$ cat config.mk
export PLATFORM = sky130hd
export DESIGN_NAME = membus_arb2
export DESIGN_NICKNAME = d
export VERILOG_FILES = /design/src/rtl/membus_pkg.sv /design/src/rtl/membus_mux.sv /design/src/rtl/membus_arb2.sv
export SDC_FILE = /design/constraint.sdc
export NUM_CORES = 1
export LEC_CHECK = 0
export BUFFER_PORTS_ARGS = -buffer_cell sky130_fd_sc_hd__buf_2
export CAP_MARGIN = 15
export CORE_AREA = 2 2 115 117
export CTS_BUF_LIST = sky130_fd_sc_hd__clkbuf_8 sky130_fd_sc_hd__clkbuf_16
export DETAILED_ROUTE_END_ITERATION = 6
export DIE_AREA = 0 0 117 119
export PLACE_DENSITY = 0.58
export SYNTH_ARGS = -nofsm -noshare
export SYNTH_HDL_FRONTEND = slang
export SYNTH_SLANG_ARGS = --single-unit
$ cat constraint.sdc
create_clock -name clk -period 4.3 [get_ports clk]
set_clock_uncertainty 0.05 [all_clocks]
set_input_delay 0.86 -clock clk [delete_from_list [all_inputs] [get_ports clk]]
set_output_delay 0.86 -clock clk [all_outputs]
set_load 0.01 [all_outputs]
$ cat src/rtl/membus_pkg.sv
// Shared widths, FSM states and the per-master request bundle for the memory-bus arbiter.
package membus_pkg;

    localparam int unsigned MA_W  = 15;
    localparam int unsigned SEL_W = 4;
    localparam int unsigned MB_W  = 36;

    typedef enum logic [1:0] {
        StIdle,
        StAddr,
        StData
    } state_e;

    // Everything a master drives towards memory, bundled so one select picks it all.
    typedef struct packed {
        logic             rq_cyc;
        logic             rd_rq;
        logic             wr_rq;
        logic [MA_W-1:0]  ma;
        logic [SEL_W-1:0] sel;
        logic             fmc_select;
        logic             wr_rs;
        logic [MB_W-1:0]  mb_out;
    } membus_req_t;

endpackage

$ cat src/rtl/membus_mux.sv
// Owner-select of the request/address/data path. The bus side is zero whenever the
// port is not owned, since downstream modules OR all masters together.
module membus_mux
    import membus_pkg::*;
(
    input  logic            owner,
    input  logic            busy,
    input  logic            addr_phase,
    input  logic            data_phase,
    input  membus_req_t     m0_req,
    input  membus_req_t     m1_req,
    input  logic            bus_addr_ack,
    input  logic            bus_rd_rs,
    input  logic [MB_W-1:0] bus_mb_in,
    output membus_req_t     bus_req,
    output logic            own_rq_cyc,
    output logic            own_wr_rs,
    output logic [1:0]      addr_ack,
    output logic [1:0]      rd_rs,
    output logic [MB_W-1:0] m0_mb_in,
    output logic [MB_W-1:0] m1_mb_in
);

    membus_req_t own_req;

    assign own_req    = owner ? m1_req : m0_req;
    assign own_rq_cyc = own_req.rq_cyc;
    assign own_wr_rs  = own_req.wr_rs;

    // Master -> memory: request/address held while owned, write data only in the data phase.
    always_comb begin
        bus_req = '0;
        if (busy) begin
            bus_req.rq_cyc     = own_req.rq_cyc;
            bus_req.rd_rq      = own_req.rd_rq;
            bus_req.wr_rq      = own_req.wr_rq;
            bus_req.ma         = own_req.ma;
            bus_req.sel        = own_req.sel;
            bus_req.fmc_select = own_req.fmc_select;
        end
        if (data_phase) begin
            bus_req.wr_rs  = own_req.wr_rs;
            bus_req.mb_out = own_req.mb_out;
        end
    end

    // Memory -> master: responses steered to the owner only, in the phase they belong to.
    always_comb begin
        addr_ack = '0;
        rd_rs    = '0;
        m0_mb_in = '0;
        m1_mb_in = '0;
        if (addr_phase) begin
            addr_ack[owner] = bus_addr_ack;
        end
        if (data_phase) begin
            rd_rs[owner] = bus_rd_rs;
            if (owner) begin
                m1_mb_in = bus_mb_in;
            end else begin
                m0_mb_in = bus_mb_in;
            end
        end
    end

endmodule

$ cat src/rtl/membus_arb2.sv
// Two-master arbiter for one memory-bus port: grants one master per memory cycle,
// tracks it through address acknowledge and restart, and flags non-existent memory.
module membus_arb2
    import membus_pkg::*;
#(
    parameter int unsigned TIMEOUT = 64,
    parameter bit          RR      = 1'b1
) (
    input  logic             clk,
    input  logic             reset,
    input  logic             m0_rq_cyc,
    input  logic             m1_rq_cyc,
    input  logic             m0_rd_rq,
    input  logic             m1_rd_rq,
    input  logic             m0_wr_rq,
    input  logic             m1_wr_rq,
    input  logic [MA_W-1:0]  m0_ma,
    input  logic [MA_W-1:0]  m1_ma,
    input  logic [SEL_W-1:0] m0_sel,
    input  logic [SEL_W-1:0] m1_sel,
    input  logic             m0_fmc_select,
    input  logic             m1_fmc_select,
    input  logic             m0_wr_rs,
    input  logic             m1_wr_rs,
    input  logic [MB_W-1:0]  m0_mb_out,
    input  logic [MB_W-1:0]  m1_mb_out,
    output logic             m0_addr_ack,
    output logic             m1_addr_ack,
    output logic             m0_rd_rs,
    output logic             m1_rd_rs,
    output logic [MB_W-1:0]  m0_mb_in,
    output logic [MB_W-1:0]  m1_mb_in,
    output logic             m0_nxm,
    output logic             m1_nxm,
    output logic             bus_rq_cyc,
    output logic             bus_rd_rq,
    output logic             bus_wr_rq,
    output logic             bus_wr_rs,
    output logic [MA_W-1:0]  bus_ma,
    output logic [SEL_W-1:0] bus_sel,
    output logic             bus_fmc_select,
    output logic [MB_W-1:0]  bus_mb_out,
    input  logic             bus_addr_ack,
    input  logic             bus_rd_rs,
    input  logic [MB_W-1:0]  bus_mb_in,
    output logic             busy,
    output logic             owner
);

    localparam int unsigned      CNT_W    = 8;
    localparam logic [CNT_W-1:0] CNT_LAST = CNT_W'(TIMEOUT - 1);

    state_e           state_q, state_d;
    logic             owner_q, owner_d;
    logic             last_q, last_d;
    logic [CNT_W-1:0] cnt_q, cnt_d;
    logic             cyc_rd_q, cyc_rd_d;
    logic             cyc_wr_q, cyc_wr_d;
    logic             rd_seen_q, rd_seen_d;
    logic [1:0]       nxm_q, nxm_d;

    logic        grant;
    logic        cyc_done;
    logic        own_rq_cyc;
    logic        own_wr_rs;
    logic [1:0]  addr_ack;
    logic [1:0]  rd_rs;
    membus_req_t m0_req, m1_req, bus_req;

    assign m0_req = '{rq_cyc: m0_rq_cyc, rd_rq: m0_rd_rq, wr_rq: m0_wr_rq, ma: m0_ma,
                      sel: m0_sel, fmc_select: m0_fmc_select, wr_rs: m0_wr_rs,
                      mb_out: m0_mb_out};
    assign m1_req = '{rq_cyc: m1_rq_cyc, rd_rq: m1_rd_rq, wr_rq: m1_wr_rq, ma: m1_ma,
                      sel: m1_sel, fmc_select: m1_fmc_select, wr_rs: m1_wr_rs,
                      mb_out: m1_mb_out};

    membus_mux u_mux (
        .owner        (owner_q),
        .busy         (state_q != StIdle),
        .addr_phase   (state_q == StAddr),
        .data_phase   (state_q == StData),
        .m0_req       (m0_req),
        .m1_req       (m1_req),
        .bus_addr_ack (bus_addr_ack),
        .bus_rd_rs    (bus_rd_rs),
        .bus_mb_in    (bus_mb_in),
        .bus_req      (bus_req),
        .own_rq_cyc   (own_rq_cyc),
        .own_wr_rs    (own_wr_rs),
        .addr_ack     (addr_ack),
        .rd_rs        (rd_rs),
        .m0_mb_in     (m0_mb_in),
        .m1_mb_in     (m1_mb_in)
    );

    // Winner among current requesters; a tie alternates (RR) or favours master 0.
    always_comb begin
        if (m0_rq_cyc && m1_rq_cyc) begin
            grant = RR ? !last_q : 1'b0;
        end else begin
            grant = m1_rq_cyc;
        end
    end

    // Cycle completion by type; a read-modify-write needs rd_rs seen on an earlier cycle.
    always_comb begin
        case ({cyc_rd_q, cyc_wr_q})
            2'b10:   cyc_done = bus_rd_rs;
            2'b01:   cyc_done = own_wr_rs;
            2'b11:   cyc_done = own_wr_rs && rd_seen_q;
            // A cycle requesting neither read nor write has nothing to wait for.
            default: cyc_done = 1'b1;
        endcase
    end

    // Next-state logic for the grant/address/data sequence and the timeout counter.
    always_comb begin
        state_d   = state_q;
        owner_d   = owner_q;
        last_d    = last_q;
        cnt_d     = cnt_q;
        cyc_rd_d  = cyc_rd_q;
        cyc_wr_d  = cyc_wr_q;
        rd_seen_d = rd_seen_q;
        nxm_d     = '0;
        unique case (state_q)
            StIdle: begin
                if (m0_rq_cyc || m1_rq_cyc) begin
                    state_d   = StAddr;
                    owner_d   = grant;
                    cnt_d     = '0;
                    cyc_rd_d  = grant ? m1_rd_rq : m0_rd_rq;
                    cyc_wr_d  = grant ? m1_wr_rq : m0_wr_rq;
                    rd_seen_d = 1'b0;
                end
            end
            StAddr: begin
                if (bus_addr_ack) begin
                    state_d = StData;
                    cnt_d   = '0;
                end else if (!own_rq_cyc) begin
                    state_d = StIdle;
                end else if (cnt_q == CNT_LAST) begin
                    state_d        = StIdle;
                    nxm_d[owner_q] = 1'b1;
                end else begin
                    cnt_d = cnt_q + 1'b1;
                end
            end
            StData: begin
                if (bus_rd_rs) begin
                    rd_seen_d = 1'b1;
                end
                if (cyc_done) begin
                    state_d = StIdle;
                    last_d  = owner_q;
                end
            end
            default: state_d = StIdle;
        endcase
    end

    // State register; reset abandons any cycle in flight.
    always_ff @(posedge clk) begin
        if (reset) begin
            state_q   <= StIdle;
            owner_q   <= 1'b0;
            last_q    <= 1'b1;
            cnt_q     <= '0;
            cyc_rd_q  <= 1'b0;
            cyc_wr_q  <= 1'b0;
            rd_seen_q <= 1'b0;
            nxm_q     <= '0;
        end else begin
            state_q   <= state_d;
            owner_q   <= owner_d;
            last_q    <= last_d;
            cnt_q     <= cnt_d;
            cyc_rd_q  <= cyc_rd_d;
            cyc_wr_q  <= cyc_wr_d;
            rd_seen_q <= rd_seen_d;
            nxm_q     <= nxm_d;
        end
    end

    assign busy           = (state_q != StIdle);
    assign owner          = owner_q;
    assign m0_addr_ack    = addr_ack[0];
    assign m1_addr_ack    = addr_ack[1];
    assign m0_rd_rs       = rd_rs[0];
    assign m1_rd_rs       = rd_rs[1];
    assign m0_nxm         = nxm_q[0];
    assign m1_nxm         = nxm_q[1];
    assign bus_rq_cyc     = bus_req.rq_cyc;
    assign bus_rd_rq      = bus_req.rd_rq;
    assign bus_wr_rq      = bus_req.wr_rq;
    assign bus_wr_rs      = bus_req.wr_rs;
    assign bus_ma         = bus_req.ma;
    assign bus_sel        = bus_req.sel;
    assign bus_fmc_select = bus_req.fmc_select;
    assign bus_mb_out     = bus_req.mb_out;

endmodule

==> flow_summary_export.csv, run 1 <==
group,metric,value,unit
grt,grt_max_degree,77,
worst_setup_path,critPathArrivalTime,2.22,ns
cells_and_area,multiInputGateArea,1790,um2
route,routedWlPerCell,12.9,um
logic_synthesis,synthesis.instances,325,
floorplan,fp.dieArea,13900,um2
logic_synthesis,netlist.area_leader.share,28.3,%
cells_and_area,instances_no_fill,776,
clock_tree,htree_levels,1,
logic_synthesis,ys_ff_latch,17,
worst_setup_path,end_kind,"output pin",
timing,final.period_utilization,72.8,%
grt,grt_use_total,12.5,%
clock_tree,cts_num_sinks,17,
timing,tightestPinTransition,1.11,ns
clock_tree,clock_latency,0.25,ns
route,ant_nets,0,
logic_synthesis,synth-compound-area-share,9.82,%
route,num_vias,3336,
cells_and_area,final.fill_count,1408,
floorplan,core_area,12900,um2
logic_synthesis,syn_area,2270,um2
timing,tns,0,ns
clock_tree,clockRootBuffer,"clkbuf_16",
placed_design,port_buffers,299,
power_and_ir_drop,p_int,425,uW
power_and_ir_drop,vdd_drop_max,0.179,mV
route,first_pass_iters,4,
grt,overflow,0,
logic_synthesis,muxShareOfSynthArea,28.3,%
power_and_ir_drop,p_per_area,162,nW/um2
clock_tree,cts_buffers,3,
clock_tree,cts_hold_buf,0,
logic_synthesis,yosysTopAreaCell,"mux2i_1",
timing,rsz0062_at_grt,"no",
cells_and_area,drive_gt1_share,52.0,%
clock_tree,clk_pin_slew_worst_paths,0.05,ns
clock_tree,cts_tree,"yes",
floorplan,dieWidth,117,um
placed_design,dp.cells,771,
grt,grt_first_pass_wirelength,14300,um
floorplan,rows,42,
route,avgViaCountPerCell,4.30,
cells_and_area,final_nets,762,
timing,fmax,320,MHz
timing,slew_headroom,25.9,%
power_and_ir_drop,switching_share,34.2,%
worst_setup_path,critPathRequiredTime,3.39,ns
worst_setup_path,crit_type,"register to output pin",
logic_synthesis,synth-simple-area-share,39.9,%
logic_synthesis,synth_top_family_by_area,"simple AND/OR/NAND/NOR gates",
power_and_ir_drop,power_frac_clock,28.5,%
logic_synthesis,synthXorXnorAreaFrac,0,%
cells_and_area,area_delta_synth_final,75.9,%
worst_setup_path,cp-start-kind,"register",
worst_setup_path,rr_startpoint,"owner",
floorplan,initial_core_util,17.6,%
timing,slew_violations,0,
logic_synthesis,yosysWarnings,0,
power_and_ir_drop,p_seq_share,27.9,%
placed_design,place_congestion,0.802,
worst_hold_path,min-delay-start,"cnt_q[7]",
route,first_iter_violations,119,
power_and_ir_drop,p_total,647,uW
power_and_ir_drop,p_switching,221,uW
timing,layout_min_cycle_time,3.13,ns
worst_hold_path,hold_class,"register to register",
cells_and_area,layout.area.seq,344,um2
timing,finalHoldViolCount,0,
power_and_ir_drop,p_leak,2.46,nW
run,maxCapViolations,0,
worst_setup_path,startpoint,"owner",
power_and_ir_drop,comb_power_share,43.7,%
logic_synthesis,synth_area_leaders,"mux2i_1 (28%), and3_1 (21%), dfxtp_1 (15%)",
logic_synthesis,syn_area_per_cell,6.98,um2
logic_synthesis,synthAdderAreaFrac,0.552,%
cells_and_area,final_cell_mix,"buf_2 (299), and3_1 (75), nor2_1 (72), mux2i_1 (64), dfxtp_1 (16)",
floorplan,dieHeight,119,um
worst_setup_path,crit_fanout,59,
clock_tree,cts_resized,0,
timing,setup_viol,0,
logic_synthesis,ys_seq_area_share,15.0,%
clock_tree,clock_path_buffers,2,
clock_tree,cts_setup_buffers,0,
cells_and_area,antennaDiodeCount,0,
logic_synthesis,synth.distinct_cells,31,
placed_design,hpwl,8060,um
logic_synthesis,synth_nets,486,
floorplan,top_level_ports,300,
grt,grt_pass1_vias,2805,
route,drc,0,
status,status,"complete, no violations",
grt,antenna_found_initial,0,
route,finalWirelength,10000,um
cells_and_area,final_common_cell,"buf_2",
[area by class of cell]
| cell class | count | area share (%) |
|---|---|---|
| sequential | 17 | 8.63 |
| clock buffer | 3 | 1.88 |
| multi-input combinational | 271 | 44.9 |
| clock inverter | 1 | 0.125 |
| timing repair buffer | 302 | 38.4 |
| tap | 176 | 5.52 |
| inverter | 6 | 0.565 |
[worst max-delay path, stage by stage (launching register included)]
cell	delay [ns]
dfxtp_4	0.77
buf_4	0.67
mux2i_1	0.29
nor2_1	0.05
buf_2	0.15
[kinds of logic after synthesis]
group,count (synthesis)
flops,17
mux,64
buf+inv,37
fa+ha+maj,1
simple gates,175
compound gates,31
[metrics by stage]
stage	worst slack, ns	hold WS [ns]	utilization (%)	cell area [um2]
global route	0.998	0.446	31.0	3990
global placement	1.39	0.402	30.2	3890
floorplan	1.99	0.383	-	2270
finish	1.17	0.416	31.0	3990
detailed placement	1.41	0.411	30.2	3890
CTS	1.14	0.418	30.8	3970
[layer usage]
metal	global-route usage, %	routed length (um)	vias to the layer above
li1	-	-	1715
met1	17.1	4550	1472
met2	21.5	4820	141
met3	1.27	577	8
met4	1.76	64	0
met5	0	0	-
[cells in the mapped netlist]
| library cell | count |
|---|---|
| ha_1 | 1 |
| a311o_1 | 1 |
| and4b_1 | 1 |
| nor2_1 | 74 |
| or3_1 | 3 |
| a22oi_1 | 2 |
| nand2b_1 | 1 |
| and4bb_2 | 1 |
| nand2_1 | 8 |
| or3b_4 | 1 |
| buf_2 | 6 |
| a21oi_1 | 7 |
| a22o_1 | 1 |
| o21a_1 | 2 |
| nor2b_1 | 2 |
| a41oi_1 | 3 |
| mux2i_1 | 64 |
| inv_1 | 6 |
| nor4b_1 | 1 |
| buf_1 | 1 |
| dfxtp_1 | 17 |
| a31oi_1 | 8 |
| a2111oi_4 | 1 |
| nand3_1 | 5 |
| and3_1 | 75 |
| or4b_1 | 1 |
| nor3_1 | 1 |
| o21ai_0 | 4 |
| clkbuf_1 | 24 |
| nor3b_1 | 1 |
| a211oi_1 | 2 |
[state kept, by name, indices dropped and copies added (netlist names)]
name,cells
cnt_q,8
nxm_q,2
state_q,2
cyc_rd_q,1
cyc_wr_q,1
last_q,1
owner,1
rd_seen_q,1
[power by group through the flow]
stage          Sequential (mW)  Clock, mW  Combinational, mW
3_3_place_gp             0.184          0              0.282
6_report                 0.180      0.184              0.283
4_1_cts                  0.180      0.188              0.283
5_1_grt                  0.182      0.194              0.310
3_5_place_dp             0.183          0              0.281
2_1_floorplan            0.171          0              0.155
[worst paths after layout]
path         cells after the start       endpoint  slack, ns
min                              1       cnt_q[7]       0.42
max reg2reg                      5       cnt_q[6]       1.65
max                              4  bus_mb_out[1]       1.17
min reg2reg                      1       cnt_q[7]       0.42
No activity file was read; power rests on OpenSTA's default activity.
==> run 2: changes to the inputs <==
--- a/config.mk
+++ b/config.mk
@@ -7,11 +7,11 @@
 export LEC_CHECK = 0
 export BUFFER_PORTS_ARGS = -buffer_cell sky130_fd_sc_hd__buf_2
 export CAP_MARGIN = 15
-export CORE_AREA = 2 2 115 117
+export CORE_AREA = 2 2 117 119
 export CTS_BUF_LIST = sky130_fd_sc_hd__clkbuf_8 sky130_fd_sc_hd__clkbuf_16
 export DETAILED_ROUTE_END_ITERATION = 6
-export DIE_AREA = 0 0 117 119
-export PLACE_DENSITY = 0.58
+export DIE_AREA = 0 0 119 121
+export PLACE_DENSITY = 0.57
 export SYNTH_ARGS = -nofsm -noshare
 export SYNTH_HDL_FRONTEND = slang
 export SYNTH_SLANG_ARGS = --single-unit
==> constraint.sdc (replaced) <==
create_clock -name clk -period 3 [get_ports clk]
set_clock_uncertainty 0.05 [all_clocks]
set_input_delay 0.6 -clock clk [delete_from_list [all_inputs] [get_ports clk]]
set_output_delay 0.6 -clock clk [all_outputs]
set_load 0.01 [all_outputs]
==> run 2 against run 1 <==
First-iteration DRC count rose by 85%. Combinational power rose by 47%. Clock power rose by 43%. Non-clock buffer count rose by 4. Count of clock-buffer cells in the layout did not move. Sequential power rose by 39%. Register-to-register slack got worse by 0.68 ns. Cell area rose by 0.47%. Global-route usage rose by 1.0 points. Flip-flop and latch count did not move. Utilization fell by 0.35 points. Power rose by 44%. Largest power group unchanged.
==> flow_summary_export.csv, run 2 (same netlist as run 1, synthesis figures left out) <==
group,metric,value,unit
worst_setup_path,slowest_stage,"dfxtp_4",
grt,antenna_found_initial,1,
worst_setup_path,critPathArrivalTime,1.92,ns
power_and_ir_drop,p_int,611,uW
floorplan,rows,42,
power_and_ir_drop,switching_share,34.4,%
route,avgViaCountPerCell,4.23,
cells_and_area,final_cell_mix,"buf_2 (299), and3_1 (75), nor2_1 (72), mux2i_1 (64), dfxtp_1 (16)",
cells_and_area,drive_gt1_share,52.2,%
placed_design,port_buffers,299,
grt,grt_use_total,13.5,%
power_and_ir_drop,comb_power_share,44.8,%
worst_setup_path,cp-start-kind,"register",
worst_setup_path,crit_fanout,27,
cells_and_area,top_register,"cnt_q",
grt,grt_pass1_vias,2946,
grt,grtUsageMet3,2.49,%
power_and_ir_drop,p_seq_share,26.9,%
timing,final.period_utilization,85.8,%
power_and_ir_drop,p_switching,320,uW
floorplan,dieWidth,119,um
worst_setup_path,cp_common_cell,"buf_4",
power_and_ir_drop,power_frac_clock,28.3,%
cells_and_area,area_delta_synth_final,76.8,%
route,first_iter_violations,220,
cells_and_area,final_nets,766,
placed_design,place_congestion,0.820,
clock_tree,clockRootBuffer,"clkbuf_16",
power_and_ir_drop,p_per_area,232,nW/um2
route,drc,0,
timing,finalHoldViolCount,0,
worst_setup_path,reg2reg_slack,0.97,ns
worst_setup_path,crit_chain,"buf_4 > buf_4 > mux2i_1 > nor2_1 > buf_2",
timing,setup_viol,0,
clock_tree,clk_pin_slew_worst_paths,0.05,ns
cells_and_area,largest_reg_flops,8,
timing,slew_headroom,55.7,%
clock_tree,htree_levels,1,
route,routedWlPerCell,13.9,um
worst_setup_path,startpoint,"owner",
floorplan,dieHeight,121,um
cells_and_area,final.fill_count,1480,
grt,gr-usage-met1,18.9,%
floorplan,initial_core_util,17.3,%
worst_setup_path,path_buf_inv,3,
timing,slew_violations,0,
route,first_pass_iters,4,
floorplan,top_level_ports,300,
placed_design,hpwl,8850,um
clock_tree,cts_resized,0,
route,ant_nets,0,
grt,grt_first_pass_wirelength,15700,um
power_and_ir_drop,vdd_drop_max,0.185,mV
floorplan,fp.dieArea,14400,um2
worst_hold_path,min-delay-start,"cnt_q[7]",
worst_setup_path,crit_type,"register to output pin",
route,finalWirelength,10800,um
grt,grt_max_degree,77,
worst_hold_path,hold_class,"register to register",
worst_setup_path,critical-path-max-stage-delay,0.58,ns
clock_tree,cts_num_sinks,17,
worst_setup_path,end_kind,"output pin",
timing,holdWs,0.411,ns
timing,layout_min_cycle_time,2.57,ns
clock_tree,cts_buffers,3,
cells_and_area,final_common_cell,"buf_2",
timing,rsz0062_at_grt,"no",
clock_tree,cts_setup_buffers,0,
clock_tree,clock_path_buffers,2,
grt,grt-busiest-layer,"met2",
power_and_ir_drop,p_leak,2.48,nW
clock_tree,cts_tree,"yes",
route,num_vias,3300,
clock_tree,cts_hold_buf,0,
cells_and_area,reg_top3,"cnt_q: 8 flops, nxm_q: 2 flops, state_q: 2 flops",
floorplan,core_area,13100,um2
status,status,"complete, no violations",
timing,tightestPinTransition,0.661,ns
timing,tns,0,ns
worst_setup_path,critPathTopFamily,"buffers and inverters",
clock_tree,clock_latency,0.25,ns
run,maxCapViolations,0,
timing,fmax,389,MHz
worst_setup_path,critPathRequiredTime,2.35,ns
worst_setup_path,rr_startpoint,"cnt_q[0]",
grt,globalRouteMet2Util,22.2,%
grt,overflow,0,
## run 2: cell types whose count changed in the layout (fill, tap and decap cells not counted)
cell,before,now
buf_4,2,7
inv_1,6,7
buf_12,1,0
clkinv_2,1,0
diode_2,0,1
## run 2: layout make-up
cell class	count	area, um2	area share, %
Tap cell	176	220	5.49
Sequential cell	17	344	8.59
Antenna cell	1	2.50	0.0624
Clock buffer	3	75.1	1.87
Timing Repair Buffer	306	1550	38.7
Clock inverter	1	3.75	0.0937
Multi-Input combinational cell	271	1790	44.7
Inverter	6	22.5	0.562
## run 2: path summary, 6_finish.rpt
check | end | cells after the start
setup / recovery | bus_mb_out[25] | 5
hold / removal | cnt_q[7] | 1
setup reg to reg | cnt_q[7] | 5
hold reg to reg | cnt_q[7] | 1
## run 2: metrics by stage
| step | std cells | total power [mW] | util (%) | setup slack [ns] | instance area, um2 |
|---|---|---|---|---|---|
| finish | 781 | 0.932 | 30.6 | 0.427 | 4010 |
| global placement | 776 | 0.675 | 30.0 | 0.685 | 3930 |
| detailed placement | 776 | 0.674 | 30.0 | 0.675 | 3930 |
| global route | 781 | 0.991 | 30.6 | 0.262 | 4010 |
| floorplan | 325 | 0.467 | - | 0.949 | 2270 |
| CTS | 780 | 0.941 | 30.6 | 0.403 | 4010 |
## run 2: power by group through the flow
stage                     Sequential (mW)  Combinational [mW]  Clock, mW
after floorplan                     0.244               0.223          0
after detailed placement            0.256               0.418          0
after CTS                           0.251               0.420      0.269
after global routing                0.253               0.459      0.279
final                               0.250               0.417      0.264
after global placement              0.256               0.419          0
## run 2: per-layer routing
layer / vias up / part of all wire, %
met3: 4 / 6.4
met2: 143 / 47
li1: 1716 / -
met5: - / 0
met4: 0 / 0.56
met1: 1437 / 46
==> run 3: changes to the inputs <==
--- a/config.mk
+++ b/config.mk
@@ -11,7 +11,7 @@
 export CTS_BUF_LIST = sky130_fd_sc_hd__clkbuf_8 sky130_fd_sc_hd__clkbuf_16
 export DETAILED_ROUTE_END_ITERATION = 6
 export DIE_AREA = 0 0 119 121
-export PLACE_DENSITY = 0.57
+export PLACE_DENSITY_LB_ADDON = 0.3
 export SYNTH_ARGS = -nofsm -noshare
 export SYNTH_HDL_FRONTEND = slang
 export SYNTH_SLANG_ARGS = --single-unit
==> run 3 against run 2 <==
Critical path depth decreased by 1. Combinational power decreased by 1%. Flip-flop and latch count unchanged. Register-to-register slack about the same. Routed wire length decreased by 5.5%. Sequential power increased by 3%. Sequential share of layout area about the same. Largest power group unchanged. Cell count decreased by 0.26%. Cell area increased by 0.37%. First-iteration DRC count decreased by 37%. Die area unchanged. Global-route usage decreased by 0.89 points.
==> flow_summary_export.csv, run 3 (same netlist as run 1, synthesis figures left out) <==
group,metric,value,unit
timing,slew_headroom,55.6,%
worst_setup_path,rr_startpoint,"owner",
floorplan,rows,42,
worst_setup_path,crit_fanout,42,
route,first_pass_iters,4,
worst_hold_path,hold_class,"register to register",
power_and_ir_drop,p_switching,316,uW
cells_and_area,final_nets,765,
timing,slew_violations,0,
run,maxCapViolations,0,
clock_tree,cts_num_sinks,17,
route,avgViaCountPerCell,4.23,
power_and_ir_drop,p_per_area,231,nW/um2
worst_setup_path,critPathArrivalTime,1.95,ns
worst_setup_path,crit_type,"register to output pin",
worst_setup_path,reg2reg_slack,0.97,ns
status,status,"complete, no violations",
clock_tree,cts_hold_buf,0,
grt,grt_max_degree,63,
worst_setup_path,end_kind,"output pin",
route,first_iter_violations,139,
route,finalWirelength,10200,um
cells_and_area,final_common_cell,"buf_2",
clock_tree,clock_path_buffers,2,
clock_tree,clock_latency,0.25,ns
floorplan,core_area,13100,um2
power_and_ir_drop,power_frac_clock,27.9,%
power_and_ir_drop,p_leak,2.48,nW
grt,gr-usage-met1,16.8,%
worst_setup_path,critPathRequiredTime,2.35,ns
timing,rsz0062_at_grt,"no",
placed_design,place_congestion,0.821,
floorplan,dieHeight,121,um
route,routedWlPerCell,13.2,um
floorplan,initial_core_util,17.3,%
clock_tree,cts_buffers,3,
power_and_ir_drop,comb_power_share,44.4,%
grt,grt-busiest-layer,"met2",
timing,finalHoldViolCount,0,
clock_tree,clk_pin_slew_worst_paths,0.05,ns
timing,setup_viol,0,
grt,grtUsageMet3,1.64,%
timing,layout_min_cycle_time,2.60,ns
grt,globalRouteMet2Util,22.7,%
timing,tightestPinTransition,0.665,ns
power_and_ir_drop,vdd_drop_max,0.190,mV
grt,grt_use_total,12.6,%
power_and_ir_drop,p_int,614,uW
timing,fmax,385,MHz
worst_setup_path,critPathCapture,"bus_mb_out[32]",
grt,grt_first_pass_wirelength,15000,um
cells_and_area,antennaDiodeCount,0,
grt,grt_pass1_vias,2897,
timing,tns,0,ns
worst_hold_path,hold_path_depth,1,
clock_tree,cts_tree,"yes",
cells_and_area,area_delta_synth_final,77.4,%
floorplan,top_level_ports,300,
clock_tree,cts_resized,0,
power_and_ir_drop,switching_share,33.9,%
cells_and_area,final_cell_mix,"buf_2 (299), and3_1 (75), nor2_1 (72), mux2i_1 (64), dfxtp_1 (16)",
clock_tree,htree_levels,1,
placed_design,hpwl,8350,um
grt,overflow,0,
cells_and_area,top_register,"cnt_q",
route,ant_nets,0,
worst_setup_path,r2r_end,"cnt_q[7]",
route,drc,0,
worst_setup_path,startpoint,"owner",
placed_design,port_buffers,299,
cells_and_area,drive_gt1_share,52.1,%
cells_and_area,reg_top3,"cnt_q: 8 flops, nxm_q: 2 flops, state_q: 2 flops",
timing,final.period_utilization,86.6,%
floorplan,fp.dieArea,14400,um2
clock_tree,cts_setup_buffers,0,
placed_design,dp.cells,775,
worst_hold_path,min-delay-start,"cnt_q[7]",
route,num_vias,3298,
floorplan,dieWidth,119,um
worst_setup_path,cp-start-kind,"register",
worst_setup_path,ff2ff_path_depth,4,
cells_and_area,instances_no_fill,779,
power_and_ir_drop,p_seq_share,27.8,%
grt,antenna_found_initial,0,
cells_and_area,largest_reg_flops,8,
clock_tree,clockRootBuffer,"clkbuf_16",
## run 3: cell count changes in the layout (fill, tap and decap cells not counted), sizes merged
cell / delta
buf: -1
diode: -1
## run 3: how the worst min path moves through the flow
stage / to / slack (ns)
3_3_place_gp: cnt_q[7] / 0.41
4_1_cts: cnt_q[7] / 0.41
3_5_place_dp: cnt_q[7] / 0.40
6_report: cnt_q[7] / 0.41
2_1_floorplan: cnt_q[7] / 0.38
5_1_grt: cnt_q[7] / 0.42
## run 3: area by class of cell
type | count | area (um2)
clock buffer | 3 | 75.1
clock inverter | 1 | 3.75
fill | 1445 | 9060
inverter | 6 | 22.5
multi-input combinational | 271 | 1790
sequential | 17 | 344
tap | 176 | 220
timing repair buffer | 305 | 1570
## run 3: power groups by stage
| stage | clock (mW) | sequential (mW) | combinational, mW |
|---|---|---|---|
| 2_1_floorplan | 0 | 0.244 | 0.223 |
| 3_3_place_gp | 0 | 0.263 | 0.417 |
| 3_5_place_dp | 0 | 0.264 | 0.414 |
| 4_1_cts | 0.266 | 0.259 | 0.415 |
| 5_1_grt | 0.274 | 0.262 | 0.454 |
| 6_report | 0.259 | 0.258 | 0.412 |
## run 3: worst max-delay path, stage by stage, from the launching register on
cell and delay [ns]:
dfxtp_4 0.78, buf_4 0.45, mux2i_1 0.24, nor2_1 0.05
buf_2 0.15
## run 3: routing by layer
layer | vias up | wire length (um)
li1 | 1715 | -
met1 | 1452 | 4470
met2 | 129 | 5130
met3 | 2 | 626
met4 | 0 | 14
met5 | - | 0
## run 3: metrics by stage
step           power [mW]  hold WS [ns]  instance area (um2)  worst slack [ns]  util, %
3_3_place_gp        0.680         0.407                 3940             0.679     30.1
2_1_floorplan       0.467         0.383                 2270             0.949        -
6_report            0.930         0.409                 4020             0.404     30.7
5_1_grt             0.989         0.423                 4020             0.274     30.7
3_5_place_dp        0.677         0.405                 3940             0.654     30.1
4_1_cts             0.940         0.413                 4020             0.383     30.7
